`config.mk`:
```
export PLATFORM = sky130hd
export DESIGN_NAME = punch_detector_flat
export DESIGN_NICKNAME = d
export VERILOG_FILES = /design/src/rtl/punch_detector_if.sv /design/src/rtl/punch_detector.sv /design/src/flat_wrapper.sv
export SDC_FILE = /design/constraint.sdc
export NUM_CORES = 1
export LEC_CHECK = 0
export CAP_MARGIN = 5
export CORE_ASPECT_RATIO = 0.9
export CORE_MARGIN = 2
export CORE_UTILIZATION = 49
export CTS_BUF_LIST = sky130_fd_sc_hd__clkbuf_4 sky130_fd_sc_hd__clkbuf_8
export CTS_CLUSTER_DIAMETER = 120
export DETAILED_ROUTE_END_ITERATION = 12
export GPL_TIMING_DRIVEN = 0
export HOLD_SLACK_MARGIN = 0.12
export PLACE_DENSITY = 0.78
export SLEW_MARGIN = 5
export SYNTH_ARGS = -nofsm -noshare
export SYNTH_HDL_FRONTEND = slang
export SYNTH_SLANG_ARGS = --single-unit
```
`constraint.sdc`:
```
create_clock -name clk -period 1.5 [get_ports clk]
set_input_delay 0.225 -clock clk [delete_from_list [all_inputs] [get_ports clk]]
set_output_delay 0.225 -clock clk [all_outputs]
set_load 0.01 [all_outputs]
```
`src/rtl/punch_detector_if.sv`:
```
`default_nettype none
// ============================================================================
// Module      : punch_detector_if
// Description : Button/mole inputs and judge outputs of the punch detector.
// Revision    : 1.0 - initial release
// ============================================================================
interface punch_detector_if #(
    parameter int N_HOLES = 3,
    parameter int SCORE_W = 8,
    parameter int IDX_W   = (N_HOLES > 1) ? $clog2(N_HOLES) : 1
);
    logic [N_HOLES-1:0] btn;
    logic [N_HOLES-1:0] mole;
    logic               mole_valid;
    logic               initial_;
    logic               need_random;
    logic               shift;
    logic               hit;
    logic               miss;
    logic [IDX_W-1:0]   hit_idx;
    logic [SCORE_W-1:0] score;

    modport master (
        output btn, mole, mole_valid, initial_,
        input  need_random, shift, hit, miss, hit_idx, score
    );

    modport slave (
        input  btn, mole, mole_valid, initial_,
        output need_random, shift, hit, miss, hit_idx, score
    );
endinterface
`default_nettype wire

```
`src/rtl/punch_detector.sv`:
```
`default_nettype none
// ============================================================================
// Module      : punch_detector
// Description : Debounces N buttons and judges presses against the mole mask.
// Revision    : 1.0 - initial release
// ============================================================================
module punch_detector #(
    parameter int N_HOLES    = 3,
    parameter int DEB_CYCLES = 4,
    parameter int SCORE_W    = 8,
    parameter int IDX_W      = (N_HOLES > 1) ? $clog2(N_HOLES) : 1
) (
    input  wire logic       clk,
    input  wire logic       rst,
    punch_detector_if.slave bus
);
    localparam int                 c_CNT_W     = $clog2(DEB_CYCLES + 1);
    localparam logic [c_CNT_W-1:0] c_CNT_LAST  = c_CNT_W'(DEB_CYCLES - 1);
    localparam logic [SCORE_W-1:0] c_SCORE_MAX = '1;

    logic [N_HOLES-1:0] w_deb;
    logic [N_HOLES-1:0] r_deb_q;
    logic [N_HOLES-1:0] w_press;
    logic [N_HOLES-1:0] w_hits;
    logic [IDX_W-1:0]   w_hit_idx;

    generate
        for (genvar g = 0; g < N_HOLES; g++) begin : g_chan
            logic               r_sync1;
            logic               r_sync2;
            logic               r_level;
            logic [c_CNT_W-1:0] r_cnt;

            // The level flips on the DEB_CYCLES-th consecutive mismatching cycle.
            always_ff @(posedge clk or posedge rst) begin
                if (rst) begin
                    r_sync1 <= 1'b0;
                    r_sync2 <= 1'b0;
                    r_level <= 1'b0;
                    r_cnt   <= '0;
                end else begin
                    r_sync1 <= bus.btn[g];
                    r_sync2 <= r_sync1;
                    if (r_sync2 == r_level) begin
                        r_cnt <= '0;
                    end else if (r_cnt == c_CNT_LAST) begin
                        r_level <= r_sync2;
                        r_cnt   <= '0;
                    end else begin
                        r_cnt <= r_cnt + c_CNT_W'(1);
                    end
                end
            end

            assign w_deb[g] = r_level;
        end
    endgenerate

    always_ff @(posedge clk or posedge rst) begin
        if (rst) begin
            r_deb_q <= '0;
        end else begin
            r_deb_q <= w_deb;
        end
    end

    assign w_press = w_deb & ~r_deb_q;
    assign w_hits  = w_press & bus.mole;

    always_comb begin
        w_hit_idx = '0;
        for (int i = N_HOLES - 1; i >= 0; i--) begin
            if (w_hits[i]) begin
                w_hit_idx = IDX_W'(i);
            end
        end
    end

    typedef enum logic [1:0] {
        S_IDLE  = 2'd0,
        S_START = 2'd1,
        S_WAIT  = 2'd2,
        S_ARMED = 2'd3
    } state_t;

    state_t             r_state;
    logic               r_need;
    logic               r_hit;
    logic               r_miss;
    logic [IDX_W-1:0]   r_hit_idx;
    logic [SCORE_W-1:0] r_score;

    // Pulses are registered on the transition, so the START pulse is visible during START.
    always_ff @(posedge clk or posedge rst) begin
        if (rst) begin
            r_state   <= S_IDLE;
            r_need    <= 1'b0;
            r_hit     <= 1'b0;
            r_miss    <= 1'b0;
            r_hit_idx <= '0;
            r_score   <= '0;
        end else begin
            r_need <= 1'b0;
            r_hit  <= 1'b0;
            r_miss <= 1'b0;
            if (bus.initial_) begin
                r_state <= S_START;
                r_need  <= 1'b1;
                r_score <= '0;
            end else begin
                case (r_state)
                    S_IDLE: r_state <= S_IDLE;
                    S_START: r_state <= S_WAIT;
                    S_WAIT: begin
                        if (bus.mole_valid) begin
                            r_state <= S_ARMED;
                        end
                    end
                    S_ARMED: begin
                        if (w_hits != '0) begin
                            r_hit     <= 1'b1;
                            r_need    <= 1'b1;
                            r_hit_idx <= w_hit_idx;
                            if (r_score != c_SCORE_MAX) begin
                                r_score <= r_score + SCORE_W'(1);
                            end
                            r_state <= S_WAIT;
                        end else if (!bus.mole_valid) begin
                            r_state <= S_WAIT;
                        end else if (w_press != '0) begin
                            r_miss <= 1'b1;
                        end
                    end
                    default: r_state <= S_IDLE;
                endcase
            end
        end
    end

    assign bus.need_random = r_need;
    assign bus.shift       = r_need;
    assign bus.hit         = r_hit;
    assign bus.miss        = r_miss;
    assign bus.hit_idx     = r_hit_idx;
    assign bus.score       = r_score;
endmodule
`default_nettype wire

```
`src/flat_wrapper.sv`:
```
// flat-port wrapper written by rule: the top's interface ports become plain ports
module punch_detector_flat 
#(
    parameter int N_HOLES    = 3,
    parameter int DEB_CYCLES = 4,
    parameter int SCORE_W    = 8,
    parameter int IDX_W      = (N_HOLES > 1) ? $clog2(N_HOLES) : 1
)
  (clk, rst, bus_btn, bus_mole, bus_mole_valid, bus_initial_, bus_need_random, bus_shift, bus_hit, bus_miss, bus_hit_idx, bus_score);
  punch_detector_if #(.N_HOLES(N_HOLES), .SCORE_W(SCORE_W), .IDX_W(IDX_W)) bus_i ();
  input  wire logic clk;
  input  wire logic rst;
  input wire logic [$bits(bus_i.btn)-1:0] bus_btn;
  input wire logic [$bits(bus_i.mole)-1:0] bus_mole;
  input wire logic [$bits(bus_i.mole_valid)-1:0] bus_mole_valid;
  input wire logic [$bits(bus_i.initial_)-1:0] bus_initial_;
  output wire logic [$bits(bus_i.need_random)-1:0] bus_need_random;
  output wire logic [$bits(bus_i.shift)-1:0] bus_shift;
  output wire logic [$bits(bus_i.hit)-1:0] bus_hit;
  output wire logic [$bits(bus_i.miss)-1:0] bus_miss;
  output wire logic [$bits(bus_i.hit_idx)-1:0] bus_hit_idx;
  output wire logic [$bits(bus_i.score)-1:0] bus_score;
  assign bus_i.btn = bus_btn;
  assign bus_i.mole = bus_mole;
  assign bus_i.mole_valid = bus_mole_valid;
  assign bus_i.initial_ = bus_initial_;
  assign bus_need_random = bus_i.need_random;
  assign bus_shift = bus_i.shift;
  assign bus_hit = bus_i.hit;
  assign bus_miss = bus_i.miss;
  assign bus_hit_idx = bus_i.hit_idx;
  assign bus_score = bus_i.score;
  punch_detector #(.N_HOLES(N_HOLES), .DEB_CYCLES(DEB_CYCLES), .SCORE_W(SCORE_W), .IDX_W(IDX_W)) u_core (.clk(clk), .rst(rst), .bus(bus_i));
endmodule
```
==> flow_metrics.tcl, run 1 <==
set metrics [dict create \
    io_pins 24 \
    synth_simple_gate_area_share_pct 18.9 \
    place_area_um2 1850 \
    muxShareOfSynthArea_pct 2.97 \
    synth-edff-count 0 \
    yosys_register_bits 36 \
    synth_nets 139 \
    min_to "u_core.g_chan[2].r_sync1" \
    ff_latch_area_um2 906 \
    antenna_cells 0 \
    place.gp.congestion 0.824 \
    ctsHoldBuffers 0 \
    reg2reg_to "u_core.bus.score[4]" \
    critPathArrivalTime_ns 1.83 \
    worst_pin_slew_ns 0.730 \
    fmax_mhz 627 \
    peakVddDrop_uv 976 \
    nets 185 \
    path_max_fanout 4 \
    fp.coreArea_um2 3000 \
    setup-violations-final 3 \
    slew_headroom_pct 51.3 \
    clk_pin_slew_ns 0.11 \
    synth_top_cell_by_area "dfrtp_1" \
    synth.distinct_cells 40 \
    yosysWarnings 0 \
    dp_hpwl_mm 2.01 \
    numCtsBuffers 5 \
    period_share_pct 106 \
    yosysSeqAreaShare_pct 59.3 \
    grt_pass1_wl_mm 5.22 \
    violations "negative setup slack" \
    rsz0062_at_grt "true" \
    hold_class "input pin to flip-flop" \
    p_sw_w 0.000849 \
    antenna_found_initial 0 \
    grt_max_degree 37 \
    reg2reg_slack_ns -0.09 \
    maxCapViolCount 0 \
    syn-instance-count 125 \
    drt-initial-drc-count 57 \
    ys.flop_type "dfrtp_1" \
    sw_frac_of_total_pct 31.5 \
    run_status "finished with violations" \
    worstSkewPairLatency_ns 0.35 \
    drive_gt1_share_pct 33.1 \
    antenna_left 0 \
    crit_chain "ha_4 > nand3_2 > or2_0 > buf_4 > nor4b_4 > mux2_4" \
    clock-skew-final_ns 0.00667 \
    rows 19 \
    crit_family "flip-flops" \
    power_frac_clock_pct 20.7 \
    cp-end-kind "flip-flop" \
    cts_sinks 36 \
    cts_root_buf "clkbuf_4" \
    required_ns 1.74 \
    internal_power_w 0.00184 \
    vias 1133 \
    p_comb_share_pct 30.6 \
    utilization_pct 70.3 \
    cts_tree "yes" \
    fin_area_um2 2110 \
    synthTopCellsByCount "36 x dfrtp_1, 9 x nor2b_1, 7 x inv_1" \
    yosys.area_share.adder_pct 3.29 \
    grt_pass1_vias 1157 \
    fin_setup_tns_ns -0.152 \
    hp-start "bus_btn[2]" \
    setup_ws_ns -0.0947 \
    synth_most_common_cell "dfrtp_1" \
    synth_top_family_by_area "simple AND/OR/NAND/NOR gates" \
    drt-pass1-iter-count 4 \
    die_x_um 62.7 \
    cts_htree_levels 2 \
    worstSetupStartpointType "flip-flop" \
    reg2reg_depth 6 \
    viasPerCell 5.29 \
    seqPwrFrac_pct 48.6 \
    grt_usage_pct 19.6 \
    async_reset_ff_share_pct 100 \
    path_class "flip-flop to flip-flop" \
    hold_path_depth 1 \
    post-place-ws_ns -0.399 \
    clockBufferDepth 2 \
    grt.overflow.total 0 \
    critPathBufInv 1 \
    slew_viol_final 0 \
    p_per_area_nw_per_um2 1280 \
    min_period_ns 1.59 \
    finalWirelength_mm 3.08 \
    synth-xor-area-share_pct 1.73 \
    reg2reg_from "u_core.bus.score[0]" \
    slowest_stage "dfrtp_2" \
    area_growth_pct 38.6 \
    slowest_delay_ns 0.45 \
    hold_violations 0 \
    wire_per_inst_um 14.4 \
    syn_area_per_cell_um2 12.2 \
    fillers 238 \
    port_buffers 23 \
    netlist_top_cells_area "dfrtp_1 59%, nor2b_1 3.7%, ha_1 3.3%, mux2_2 3.0%, a32o_1 2.0%" \
    die-area_um2 3560 \
    synth_compound_area_share_pct 9.80 \
    syn_area_um2 1520 \
    remaining_drc_errors 0 \
    power.leakage_nw 1.04 \
    initial_core_util_pct 50.7 \
    die_y_um 56.8 \
    multi_input_area_um2 668 \
    holdWs_ns 0.301 \
    synth_top_area_share_pct 59.3 \
]
[power groups by stage]
stage	registers, W	clock network, W	logic (W)
after floorplan	0.00133	0	0.000490
after global placement	0.00133	0	0.000674
after detailed placement	0.00135	0	0.000718
after CTS	0.00131	0.000574	0.000767
after global routing	0.00134	0.000632	0.000912
final	0.00131	0.000559	0.000825
[cell families (layout without fill, tap and decap cells)]
group                      after synthesis  in the layout
DFF                                     36             36
adders and majority gates                4              4
muxes                                    4              4
xor gates and xnor gates                 3              3
and+or+nand+nor                         47             47
AOI/OAI and AO/OA                       19             19
buffers and inverters                   12             59
[layer usage]
metal	up-vias	part of all wire [%]	global-route usage [%]
met4	0	2.0	8.89
met3	6	5.3	6.81
met2	30	52	34.1
li1	538	-	-
met1	559	40	21.8
met5	-	0	0
[layout by cell type, fill, tap and decap left out, drive strengths merged, types with 2 or more instances in the layout]
cell,instances
nor3,4
clkdlybuf4s50,10
nor3b,3
clkinvlp,2
mux2,4
buf,21
and3,4
nor2,6
clkbuf,6
dlygate4sd2,9
nand2,6
nand3,3
nand3b,3
a32o,3
xnor2,3
nor2b,9
ha,4
inv,7
dlymetal6s2s,4
dfrtp,36
a21oi,3
nand4,3
[registers in the layout (all words and copies together), names as in the netlist]
register / cells
u_core.r_state: 2
u_core.bus.score: 8
u_core.g_chan.r_cnt: 9
u_core.bus.miss: 1
u_core.bus.hit_idx: 2
u_core.bus.need_random: 1
u_core.g_chan.r_level: 3
u_core.bus.hit: 1
u_core.g_chan.r_sync2: 3
u_core.g_chan.r_sync1: 3
u_core.r_deb_q: 3
[worst register-to-register path, cell delays in order (launching register included)]
cell and delay (ns):
dfrtp_2 0.45, ha_4 0.17, nand3_2 0.07, or2_0 0.13, buf_4 0.14, nor4b_4 0.21
mux2_4 0.32
[area by class of cell]
type                    instances  area share (%)
plain buffers                   3            1.07
clock buffers                   6            2.44
clock inverters                 2           0.713
inverters                       7            1.25
multi-input cells              77            31.7
flip-flops and latches         36            43.0
well taps                      42            2.50
repair buffers                 41            17.3
[worst max path at each step]
stage / from / cells past startpoint / end / slack, ns
floorplan: u_core.bus.score[0] / 6 / u_core.bus.score[4] / -0.05
global placement: bus_mole[1] / 6 / u_core.bus.score[4] / -0.36
detailed placement: bus_mole[1] / 6 / u_core.bus.score[5] / -0.40
CTS: u_core.bus.score[0] / 6 / u_core.bus.score[4] / -0.08
global route: u_core.bus.score[0] / 6 / u_core.bus.score[4] / -0.16
finish: u_core.bus.score[0] / 6 / u_core.bus.score[4] / -0.09
[per-stage QoR]
| step | cells | total power [W] |
|---|---|---|
| 2_1_floorplan | 125 | 0.00182 |
| 3_3_place_gp | 190 | 0.00201 |
| 3_5_place_dp | 190 | 0.00206 |
| 4_1_cts | 210 | 0.00266 |
| 5_1_grt | 214 | 0.00289 |
| 6_report | 214 | 0.00269 |
[repair_timing]
item / CTS / global route
setup endpoints to repair: 15 / 12
buffers inserted: 14 / 4
resized for setup: 18 / 13
pin swaps: 4 / 9
hold endpoints to repair: 0 / 0
No activity file was read; power rests on OpenSTA's default activity.
==> run 2, diff against run 1 <==
--- a/config.mk
+++ b/config.mk
@@ -10,11 +10,11 @@
 export CORE_MARGIN = 2
 export CORE_UTILIZATION = 49
 export CTS_BUF_LIST = sky130_fd_sc_hd__clkbuf_4 sky130_fd_sc_hd__clkbuf_8
-export CTS_CLUSTER_DIAMETER = 120
 export DETAILED_ROUTE_END_ITERATION = 12
 export GPL_TIMING_DRIVEN = 0
 export HOLD_SLACK_MARGIN = 0.12
 export PLACE_DENSITY = 0.78
+export REMOVE_ABC_BUFFERS = 1
 export SLEW_MARGIN = 5
 export SYNTH_ARGS = -nofsm -noshare
 export SYNTH_HDL_FRONTEND = slang
==> run 2 against run 1 <==
Compared with the run above:
- clock power barely moved
- largest power group unchanged
- die area is the same
- critical endpoint is now u_core.bus.score[3]
- worst hold slack improved by 0.026 ns
- critical path depth fell by 1
- largest cell class unchanged
- routed wire length decreased by 6.7%
- highest routed layer unchanged
- sequential power is essentially flat
- register-to-register slack better by 0.06 ns
- clock skew fell by 0.00095 ns
- the flow still finishes with violations (negative setup slack)
==> flow_metrics.tcl, run 2 (synthesis gave the netlist of run 1 again) <==
set metrics [dict create \
    peakVddDrop_uv 916 \
    grtUsageMet3_pct 4.41 \
    drt-pass1-iter-count 4 \
    internal_power_w 0.00182 \
    p_comb_share_pct 27.1 \
    setup-violations-final 5 \
    violations "negative setup slack" \
    clk_pin_slew_ns 0.10 \
    die_y_um 56.8 \
    vias 1092 \
    p_per_area_nw_per_um2 1300 \
    period_share_pct 103 \
    nets 177 \
    run_status "finished with violations" \
    wire_per_inst_um 13.9 \
    io_pins 24 \
    antenna_cells 0 \
    seqPwrFrac_pct 51.4 \
    grt_pass1_wl_mm 4.67 \
    antenna_found_initial 0 \
    clockBufferDepth 2 \
    worstSetupStartpointType "flip-flop" \
    die-area_um2 3560 \
    cts_root_buf "clkbuf_4" \
    antenna_left 0 \
    rsz0062_at_grt "true" \
    slew_headroom_pct 50.9 \
    slew_viol_final 0 \
    grt_pass1_vias 1017 \
    fmax_mhz 650 \
    final_cell_mix "32 x dfrtp_1, 15 x clkdlybuf4s50_1, 13 x buf_4, 9 x nor2b_1, 7 x clkbuf_4" \
    setup_ws_ns -0.0382 \
    reg2reg_slack_ns -0.04 \
    fin_total_pwr_w 0.00261 \
    grt_max_degree 37 \
    busiest_layer "met2" \
    maxCapViolCount 0 \
    min_period_ns 1.54 \
    die_x_um 62.7 \
    rows 19 \
    hold_class "input pin to flip-flop" \
    area_growth_pct 32.5 \
    clock-skew-final_ns 0.00572 \
    cts_tree "yes" \
    drt-initial-drc-count 60 \
    required_ns 1.76 \
    worst_pin_slew_ns 0.735 \
    regMostFlops "u_core.g_chan.r_cnt" \
    critPathArrivalTime_ns 1.80 \
    initial_core_util_pct 50.7 \
    fin_setup_tns_ns -0.108 \
    path_class "flip-flop to flip-flop" \
    largest_reg_flops 9 \
    drive_gt1_share_pct 27.4 \
    hold_violations 0 \
    fin_area_um2 2010 \
    cts_sinks 36 \
    remaining_drc_errors 0 \
    use_met2_pct 28.3 \
    cp-end-kind "flip-flop" \
    worstSkewPairLatency_ns 0.33 \
    place.gp.congestion 0.810 \
    ctsHoldBuffers 0 \
    final_common_cell "dfrtp_1" \
    viasPerCell 5.30 \
    numCtsBuffers 5 \
    grt_usage_pct 17.3 \
    power_frac_clock_pct 21.5 \
    place_area_um2 1770 \
    sw_frac_of_total_pct 30.1 \
    holdWs_ns 0.328 \
    p_sw_w 0.000785 \
    grt.overflow.total 0 \
    power.leakage_nw 1.02 \
    grt_use_met1_pct 22.0 \
    finalWirelength_mm 2.87 \
    dp_hpwl_mm 1.84 \
    fillers 233 \
    port_buffers 23 \
    cts_htree_levels 2 \
    fp.coreArea_um2 3000 \
    path_max_fanout 5 \
]
-- run 2: timing repair --
action	4_1_cts	5_1_grt
buffers inserted	10	3
pin swaps	1	3
resized for setup	15	12
setup endpoints to repair	14	13
-- run 2: stage by stage --
step,cells,utilization [%],setup WS (ns)
after floorplan,120,-,-0.191
after global placement,185,59.0,-0.294
after detailed placement,185,59.0,-0.352
after CTS,203,65.2,-0.0285
after global routing,206,67.2,-0.101
final,206,67.2,-0.0382
-- run 2: routing by layer --
| metal | wire length (um) | vias to the layer above | part of all wire, % |
|---|---|---|---|
| met5 | 0 | - | 0 |
| met1 | 1230 | 521 | 43 |
| met2 | 1470 | 39 | 51 |
| li1 | - | 524 | - |
| met3 | 128 | 8 | 4.5 |
| met4 | 46 | 0 | 1.6 |
-- run 2: worst paths after layout --
check,startpoint,cells past startpoint,end
setup / recovery,u_core.r_deb_q[2],5,u_core.bus.score[3]
hold / removal,bus_btn[0],1,u_core.g_chan[0].r_sync1
setup reg to reg,u_core.r_deb_q[2],5,u_core.bus.score[3]
hold reg to reg,u_core.g_chan[1].r_sync1,0,u_core.g_chan[1].r_sync2
max in group asynchronous,rst,2,u_core.bus.score[6]
min in group asynchronous,rst,2,u_core.r_deb_q[1]
-- run 2: power groups by stage --
stage	combinational, W	sequential, W	clock (W)
2_1_floorplan	0.000420	0.00131	0
3_3_place_gp	0.000609	0.00132	0
6_report	0.000706	0.00134	0.000561
4_1_cts	0.000697	0.00134	0.000582
3_5_place_dp	0.000633	0.00134	0
5_1_grt	0.000790	0.00137	0.000620
-- run 2: critical path: stages (launching register included) --
cell	delay [ns]
dfrtp_1	0.38
nand3b_1	0.21
and3_4	0.24
buf_4	0.16
or3_4	0.37
a21oi_2	0.13
-- run 2: cell type report --
cell class | instances | area, um2 | area share, %
timing repair buffer | 36 | 337 | 16.7
clock buffer | 8 | 66.3 | 3.30
inverter | 7 | 30.0 | 1.49
sequential | 36 | 906 | 45.0
tap | 42 | 52.6 | 2.61
multi-input combinational | 77 | 621 | 30.8
